`config.mk`:
```
export PLATFORM = sky130hd
export DESIGN_NAME = snoop_responder
export DESIGN_NICKNAME = d
export VERILOG_FILES = /design/src/rtl/LLC_defs.sv /design/src/rtl/snoop_tag_array.sv /design/src/rtl/snoop_responder.sv
export SDC_FILE = /design/constraint.sdc
export NUM_CORES = 1
export LEC_CHECK = 0
export ABC_AREA = 1
export BUFFER_PORTS_ARGS = -buffer_cell sky130_fd_sc_hd__buf_2
export CORE_MARGIN = 3
export CORE_UTILIZATION = 40
export CTS_CLUSTER_SIZE = 40
export DETAILED_ROUTE_END_ITERATION = 12
export HOLD_SLACK_MARGIN = 0.08
export PLACE_DENSITY = 0.56
export SLEW_MARGIN = 20
export SYNTH_ARGS = -nofsm -noshare
export SYNTH_HDL_FRONTEND = slang
export SYNTH_SLANG_ARGS = --single-unit
```
`constraint.sdc`:
```
create_clock -name clk -period 3.1 [get_ports clk]
set_clock_uncertainty 0.15 [all_clocks]
set_input_delay 0.155 -clock clk [delete_from_list [all_inputs] [get_ports clk]]
set_output_delay 0.155 -clock clk [all_outputs]
set_load 0.02 [all_outputs]
```
`src/rtl/LLC_defs.sv`:
```
// rtl/LLC_defs.sv - shared LLC snoop types, line geometry and snoop decision helper
package LLC_defs;

  localparam int BYTE_OFFSET = 6;

  typedef enum logic [2:0] {READ, WRITE, INVALIDATE, RWIM, NOBUSOP} busOperation;
  typedef enum logic [1:0] {NOHIT, HIT, HITM, NORESULT} snoopResults;
  typedef enum logic [1:0] {INVALID, SHARED, EXCLUSIVE, MODIFIED} mesi;
  typedef enum logic [1:0] {IDLE, LOOKUP, RESPOND, WRITEBACK} snoop_state_t;

  typedef struct packed {
    snoopResults result;
    mesi         next_mesi;
    logic        update;
  } snoop_action_t;

  function automatic snoop_action_t snoop_decide(input busOperation op, input logic hit,
                                                 input mesi cur);
    snoop_action_t act;
    act.result    = NORESULT;
    act.next_mesi = cur;
    act.update    = 1'b0;
    case (op)
      READ, RWIM: begin
        if (hit) begin
          act.result    = (cur == MODIFIED) ? HITM : HIT;
          act.next_mesi = (op == READ) ? SHARED : INVALID;
          act.update    = 1'b1;
        end else begin
          act.result = NOHIT;
        end
      end
      INVALIDATE: begin
        if (hit) begin
          act.next_mesi = INVALID;
          act.update    = 1'b1;
        end
      end
      default: ;
    endcase
    return act;
  endfunction

endpackage

```
`src/rtl/snoop_tag_array.sv`:
```
// rtl/snoop_tag_array.sv - direct-mapped tag + MESI storage, one async read port, one sync write port
module snoop_tag_array
  import LLC_defs::*;
#(
  parameter int ENTRIES = 16,
  parameter int IDX_W   = $clog2(ENTRIES),
  parameter int TAG_W   = 32 - BYTE_OFFSET - IDX_W
) (
  input  logic             clk,
  input  logic             rst,
  input  logic [IDX_W-1:0] rd_idx,
  output logic [TAG_W-1:0] rd_tag,
  output mesi              rd_mesi,
  input  logic             wr_en,
  input  logic [IDX_W-1:0] wr_idx,
  input  logic [TAG_W-1:0] wr_tag,
  input  mesi              wr_mesi
);

  logic [TAG_W-1:0] tag_mem  [ENTRIES];
  mesi              mesi_mem [ENTRIES];

  assign rd_tag  = tag_mem[rd_idx];
  assign rd_mesi = mesi_mem[rd_idx];

  always_ff @(posedge clk) begin
    if (rst) begin
      for (int i = 0; i < ENTRIES; i++) begin
        tag_mem[i]  <= '0;
        mesi_mem[i] <= INVALID;
      end
    end else if (wr_en) begin
      tag_mem[wr_idx]  <= wr_tag;
      mesi_mem[wr_idx] <= wr_mesi;
    end
  end

endmodule

```
`src/rtl/snoop_responder.sv`:
```
// rtl/snoop_responder.sv - bus snoop FSM with write-back sequencer; SNOOP_STATS_EN adds result counters
module snoop_responder
  import LLC_defs::*;
#(
  parameter int ENTRIES  = 16,
  parameter int WB_BEATS = 4
) (
  input  logic                                           clk,
  input  logic                                           rst,
  input  logic                                           bus_valid,
  input  busOperation                                    busOp,
  input  logic [31:0]                                    bus_addr,
  output logic                                           bus_ready,
  output logic                                           snoop_valid,
  output snoopResults                                    snoopResult,
  output logic                                           wb_valid,
  output logic [31:0]                                    wb_addr,
  output logic [(WB_BEATS > 1 ? $clog2(WB_BEATS) : 1)-1:0] wb_beat,
  input  logic                                           wb_ready,
  input  logic                                           fill_valid,
  input  logic [31:0]                                    fill_addr,
  input  mesi                                            fill_mesi,
  output logic                                           fill_ready
`ifdef SNOOP_STATS_EN
  ,
  output logic [31:0]                                    snoopHits,
  output logic [31:0]                                    snoopHitms,
  output logic [31:0]                                    snoopMisses
`endif
);

  localparam int IDX_W  = $clog2(ENTRIES);
  localparam int TAG_W  = 32 - BYTE_OFFSET - IDX_W;
  localparam int BEAT_W = (WB_BEATS > 1) ? $clog2(WB_BEATS) : 1;
  localparam logic [BEAT_W-1:0] LAST_BEAT = BEAT_W'(WB_BEATS - 1);

  snoop_state_t           state_q, state_d;
  busOperation            op_q;
  logic [31-BYTE_OFFSET:0] line_q;
  snoopResults            result_q;
  logic [31:0]            wb_addr_q;
  logic [BEAT_W-1:0]      beat_q;
  logic                   bus_fire, fill_fire, hit, wr_en;
  logic [TAG_W-1:0]       rd_tag, wr_tag;
  logic [IDX_W-1:0]       wr_idx;
  mesi                    rd_mesi, wr_mesi;
  snoop_action_t          act;
  logic                   unused_offset_bits;

  assign unused_offset_bits = ^{bus_addr[BYTE_OFFSET-1:0], fill_addr[BYTE_OFFSET-1:0]};

  snoop_tag_array #(
    .ENTRIES(ENTRIES),
    .IDX_W  (IDX_W),
    .TAG_W  (TAG_W)
  ) u_tags (
    .clk    (clk),
    .rst    (rst),
    .rd_idx (line_q[IDX_W-1:0]),
    .rd_tag (rd_tag),
    .rd_mesi(rd_mesi),
    .wr_en  (wr_en),
    .wr_idx (wr_idx),
    .wr_tag (wr_tag),
    .wr_mesi(wr_mesi)
  );

  assign hit = (rd_tag == line_q[IDX_W +: TAG_W]) && (rd_mesi != INVALID);
  assign act = snoop_decide(op_q, hit, rd_mesi);

  always_comb begin
    state_d     = state_q;
    bus_ready   = 1'b0;
    fill_ready  = 1'b0;
    snoop_valid = 1'b0;
    wb_valid    = 1'b0;
    case (state_q)
      IDLE: begin
        bus_ready  = !rst;
        fill_ready = !rst && !bus_valid;
        if (bus_valid) state_d = LOOKUP;
      end
      LOOKUP:  state_d = RESPOND;
      RESPOND: begin
        snoop_valid = !rst;
        state_d     = (result_q == HITM) ? WRITEBACK : IDLE;
      end
      WRITEBACK: begin
        wb_valid = !rst;
        if (wb_ready && beat_q == LAST_BEAT) state_d = IDLE;
      end
      default: state_d = IDLE;
    endcase
  end

  assign bus_fire  = bus_valid && bus_ready;
  assign fill_fire = fill_valid && fill_ready;

  // Fills only happen in IDLE and state updates only in LOOKUP, so they never collide
  assign wr_en   = fill_fire || (state_q == LOOKUP && act.update);
  assign wr_idx  = fill_fire ? fill_addr[BYTE_OFFSET +: IDX_W] : line_q[IDX_W-1:0];
  assign wr_tag  = fill_fire ? fill_addr[31 -: TAG_W] : line_q[IDX_W +: TAG_W];
  assign wr_mesi = fill_fire ? fill_mesi : act.next_mesi;

  always_ff @(posedge clk) begin
    if (rst) begin
      state_q   <= IDLE;
      op_q      <= NOBUSOP;
      line_q    <= '0;
      result_q  <= NORESULT;
      wb_addr_q <= '0;
      beat_q    <= '0;
    end else begin
      state_q <= state_d;
      if (bus_fire) begin
        op_q   <= busOp;
        line_q <= bus_addr[31:BYTE_OFFSET];
      end
      if (state_q == LOOKUP) begin
        result_q <= act.result;
        if (act.result == HITM) wb_addr_q <= {line_q, {BYTE_OFFSET{1'b0}}};
      end
      if (wb_valid && wb_ready) beat_q <= (beat_q == LAST_BEAT) ? '0 : beat_q + BEAT_W'(1);
    end
  end

  assign snoopResult = result_q;
  assign wb_addr     = wb_addr_q;
  assign wb_beat     = beat_q;

`ifdef SNOOP_STATS_EN
  always_ff @(posedge clk) begin
    if (rst) begin
      snoopHits   <= '0;
      snoopHitms  <= '0;
      snoopMisses <= '0;
    end else if (state_q == RESPOND) begin
      if (result_q == HIT   && snoopHits   != '1) snoopHits   <= snoopHits + 32'd1;
      if (result_q == HITM  && snoopHitms  != '1) snoopHitms  <= snoopHitms + 32'd1;
      if (result_q == NOHIT && snoopMisses != '1) snoopMisses <= snoopMisses + 32'd1;
    end
  end
`endif

endmodule

```
## Yosys cells after proc, flatten, opt, wreduce, memory -nomap -nowiden

Memories as Yosys holds them, arrays and structs flattened. A register that Yosys moved wholly into a read port is not among the register bits.
Cells that the tools add are included.
W data, S select, Z words.

| word-level totals | value |
|---|---|
| register bits after elaboration | 61 |
| word-level logic and storage cells | 73 |
| output and inout port bits | 40 |
| memories | 2 |
| bits of input ports | 74 |
| memory bits (writable) | 384 |

Memories:

| memory | words | width | rd ports | clocked after Yosys merged registers in | write ports | line | text |
|---|---|---|---|---|---|---|---|
| u_tags.tag_mem | 16 | 22 | 1 | 1 | 16 | snoop_tag_array.sv:20 | `logic [TAG_W-1:0] tag_mem [ENTRIES];` |
| u_tags.mesi_mem | 16 | 2 | 1 | 1 | 16 | snoop_tag_array.sv:21 | `mesi mesi_mem [ENTRIES];` |

| cells by class | value |
|---|---|
| add/sub/neg operators | 1 |
| muxes and demuxes | 34 |
| equal/unequal tests | 12 |
| reduce and logical (&&, ||, !) cells | 18 |

Operators by type and width:

| operator | number |
|---|---|
| $mux W22 | 2 |
| $mux W4 | 7 |
| $eq A22 B22 Y1 | 1 |
| $reduce_or A22 Y1 | 1 |
| $mux W2 | 9 |
| $eq A2 B2 Y1 const B | 6 |
| $mux W1 | 12 |
| $pmux W2 S4 | 1 |
| $logic_and A1 B1 Y1 | 7 |
| $eq A3 B2 Y1 const B | 2 |
| $mux W3 | 2 |
| $pmux W3 S2 | 1 |
| $ne A2 B2 Y1 const B | 2 |
| $reduce_and A2 Y1 | 2 |
| $reduce_or A2 Y1 | 2 |
| $logic_not A3 Y1 | 1 |
| $add A2 B1 Y2 const B | 1 |
| $eq A2 B1 Y1 const B | 1 |
| $logic_not A1 Y1 | 2 |
| $logic_not A2 Y1 | 1 |
| $reduce_bool A2 Y1 | 1 |
| $logic_or A1 B1 Y1 | 1 |

## Depth between registers and ports, before layout

| depth | value |
|---|---|
| depth after elaboration | 11 |
| mapped depth | 23 |
| depth with buffers taken out | 18 |

## By module

From an unflattened synthesis, not the netlist that was laid out.

| second synthesis, totals | value |
|---|---|
| cells, all modules | 2573 |
| area, all modules | 21543.2 um2 |

By module, submodules not included:

| module | area each (um2) | sequential area each (um2) | times used | cells each |
|---|---|---|---|---|
| snoop_tag_array | 18336.3 | 11531.1 | 1 | 2058 |
| snoop_responder | 3206.8 | 1221.2 | 1 | 515 |

## Worst setup path before layout

No wires, ideal clock.

| timing path | value |
|---|---|
| kind | reg-to-reg |
| start point | reg state_q[1] |
| end point | mem u_tags.mesi_mem[3][0] (netlist name), enable pin |
| path buffers | 1 |
| stages on the path, launching flop included | 11 |
| setup time | 0.381 ns |
| data required time | 2.569 ns |
| period minus slack after synthesis | 3.579 ns |
| path slack | -0.479 ns |
| arrival time | 3.048 ns |
| cells stage by stage | dfxtp_1 > nor2_1 > inv_1 > nor3_2 > nand2_1 > o21ai_0 > inv_1 > nor2_1 > nand4_1 > clkbuf_1 > nand2_1 |

RTL lines:

| element | line | text |
|---|---|---|
| start, declared | snoop_responder.sv:37 | `snoop_state_t state_q, state_d;` |
| start signal, assigned | snoop_responder.sv:114 | `state_q <= state_d;` |
| end, declared | snoop_tag_array.sv:21 |  |

==> results.py <==
metrics = {
    "power": {
        "power_frac_comb_pct": 22.9,
        "power.total_uw": 16200,
        "power_frac_clock_pct": 34.5,
        "switching_share_pct": 30.27,
        "seqPwrFrac_pct": 42.6,
        "power.switching_uw": 4905,
        "p_leak_uw": 0.01223,
        "vdd_drop_max_uv": 426.9,
        "p_per_area_nw_per_um2": 573.2,
        "internal_power_uw": 11300,
    },
    "placement": {
        "gp_congestion": 0.9025,
        "io_buffers": 95,
        "dpl_cell_area_sq_um": 24280,
        "hpwl_um": 47390,
        "pre_cts_ws_ns": -0.3151,
    },
    "outcome": {
        "failed_checks": "setup timing",
        "status": "finished with violations",
    },
    "layout": {
        "register_area_sq_um": 12840,
        "n_fill_cell": 4664,
        "layout-drive-gt1-share_pct": 20.89,
        "syn_to_final_growth_pct": 32.34,
        "fin_area_sq_um": 28270,
        "multi_input_area_sq_um": 7642,
        "fin_nets": 2867,
    },
    "routing": {
        "drt_wl_total_um": 76940,
        "wl_per_cell_um": 21.87,
        "viasPerCell": 5.325,
        "vias": 18733,
        "drc": 0,
        "first_pass_iters": 6,
        "ant_nets": 0,
        "drtIter0Drc": 2016,
    },
    "worst_setup_path": {
        "crit_end": "u_tags.tag_mem[11][6]",
        "start_kind": "register",
        "ff2ff_path_depth": 21,
        "cp_max_fo": 6,
        "critPathArrivalTime_ns": 3.58,
        "rrSetupSlack_ns": -0.32,
        "critPathRequiredTime_ns": 3.25,
        "end_kind": "register",
        "r2r-end": "u_tags.tag_mem[11][6]",
        "critical_path_class": "reg -> reg",
    },
    "global_routing": {
        "grtUsageTotal_pct": 26.04,
        "antenna_found_initial": 1,
        "grt_pass1_wl_um": 111100,
        "grt_start_max_net_pins": 62,
        "grt_pass1_vias": 17918,
        "grt_overflow": 0,
    },
    "synthesis": {
        "synth-edff-count": 384,
        "ys_ff_latch": 449,
        "netlist_area_sq_um": 21360,
        "synth-main-ff-cell": "edfxtp_1",
        "postSynthAreaPerCell_sq_um": 8.613,
        "yosys-top-cells-area": "edfxtp_1 (54%), nand2_1 (11%), nor2_1 (9.8%)",
        "async_flop_share_pct": 0,
        "synth_common_cells": "nand2_1 (639), nor2_1 (557), edfxtp_1 (384)",
        "synthMostInstantiatedCell": "nand2_1",
        "seq_area_frac_synth_pct": 60.07,
        "synth_top_area_share_pct": 53.98,
        "ys_warn_count": 0,
        "synth_top_area_cell": "edfxtp_1",
        "synthCells": 2480,
        "synthDistinctLibCells": 35,
    },
    "clock_network": {
        "htree_levels": 2,
        "clk_latency_ns": 0.63,
        "cts.sinks": 449,
        "clk_pin_slew_ns": 0.06,
        "cts_made_buffers": 50,
        "root_buffer": "clkbuf_16",
        "cts_tree": "yes",
        "cts_max_path_buffers": 3,
    },
    "worst_hold_path": {
        "hp-class": "in -> reg",
    },
    "job": {
        "cap_viol_max_count": 0,
    },
    "timing": {
        "whs_ns": 0.2107,
        "hold_viol": 0,
        "max_freq_mhz": 292.2,
        "rsz0062_at_grt": "true",
        "fin_crit_sh_pct": 110.4,
        "setup_viol": 726,
        "slew_violations": 0,
        "setup_tns_ns": -105.36,
        "min_period_ns": 3.422,
        "slew_headroom_pct": 39.30,
        "setup_slack_ns": -0.3223,
        "worst_slew_pin_slew_ns": 0.9106,
    },
    "die": {
        "boundaryPins": 114,
        "dieArea_sq_um": 56210,
        "fp.dieH_um": 237.1,
        "coreArea_sq_um": 52660,
        "rows": 84,
        "start_util_pct": 40.57,
        "die_x_um": 237.1,
    },
}
==> cell families (layout without fill, tap and decap cells) <==
family	Yosys count	count (layout)	share of synthesized area [%]
flops	449	449	60.07
simple gates	1468	1468	28.00
buf+inv	402	746	7.820
fa+ha+maj	1	1	0.05857
other cells	1	7	0.01756
compound gates	159	159	4.030
==> placed cells by master (no fill, tap or decap), drive strengths merged, types with 2 or more instances in the layout <==
master and n:
clkinvlp 2, nand3 247, edfxtp 384, clkinv 14, o21ai 117, a21oi 18, clkbuf 85, buf 334
nand4 9, nor3 6, inv 239, or2 5, dfxtp 65, a31oi 2, nand2 642, o211ai 19
nor2 558, dlygate4sd3 72, conb 6
==> worst min-delay path by stage <==
stage                                   to         start  slack, ns  cells past startpoint
finish              u_tags.mesi_mem[14][0]  fill_mesi[0]       0.21                      7
global route                       op_q[2]      busOp[2]       0.20                      4
CTS                                op_q[2]      busOp[2]       0.16                      4
detailed placement              line_q[11]  bus_addr[17]       0.24                      3
global placement                   op_q[2]      busOp[2]       0.22                      3
floorplan                          op_q[2]      busOp[2]       0.14                      2
==> registers in the layout (all words and copies together), names as in the netlist, named ones only <==
| name | flops |
|---|---|
| line_q | 26 |
| op_q | 3 |
| snoopResult | 2 |
| state_q | 2 |
| u_tags.mesi_mem | 32 |
| u_tags.tag_mem | 352 |
| wb_addr | 26 |
| wb_beat | 2 |
==> per-layer routing <==
metal	GRT usage (%)	vias up	part of all wire, %	routed length (um)
li1	-	8600	-	-
met1	35.05	9056	40	31130
met2	42.95	895	47	36380
met3	4.205	182	8.5	6538
met4	8.741	0	3.7	2884
met5	0	-	0	0
==> final cells by class <==
type	instances	share of cell area [%]
sequential	449	45.42
multi-input combinational	1634	27.03
timing repair buffer	419	16.01
clock buffer	72	4.838
inverter	238	3.213
tap	688	3.045
clock inverter	17	0.4293
antenna	1	0.008852
==> timing repair <==
| item | CTS | global route |
|---|---|---|
| setup endpoints to repair | 794 | 795 |
| pin swaps | 12 | 35 |
| hold endpoints to repair | 407 | 0 |
| gates cloned | 9 | 17 |
| hold buffers | 72 | 0 |
| buffers inserted | 14 | 16 |
| gates resized for setup | 90 | 161 |
==> power groups by stage <==
stage               combinational, uW  sequential (uW)  clock [uW]
floorplan                        1570             6980           0
global placement                 2970             7020           0
detailed placement               2970             7020           0
CTS                              3310             6900        5630
global route                     3970             6930        5880
finish                           3720             6910        5580
==> worst max-delay path: stages (launching register included) <==
cell	delay, ns
dfxtp_4	0.44
clkinv_8	0.12
buf_12	0.17
clkbuf_16	0.16
o21ai_1	0.15
nand3_1	0.13
nand3_4	0.13
buf_4	0.12
nand3_1	0.06
nand2_1	0.08
nand2_2	0.07
nor2_2	0.11
nand2_2	0.08
nor2_2	0.13
nand4_1	0.11
nand2_2	0.13
buf_6	0.12
buf_6	0.11
nand4_1	0.11
buf_6	0.17
nand2_8	0.07
buf_6	0.19
==> per-stage QoR <==
stage,utilization (%),cells
4_1_cts,51.73,3489
2_1_floorplan,-,2485
3_5_place_dp,46.12,3306
3_3_place_gp,46.12,3306
6_report,53.69,3518
5_1_grt,53.68,3517
Note: power is estimated with default switching activity, not from simulation.
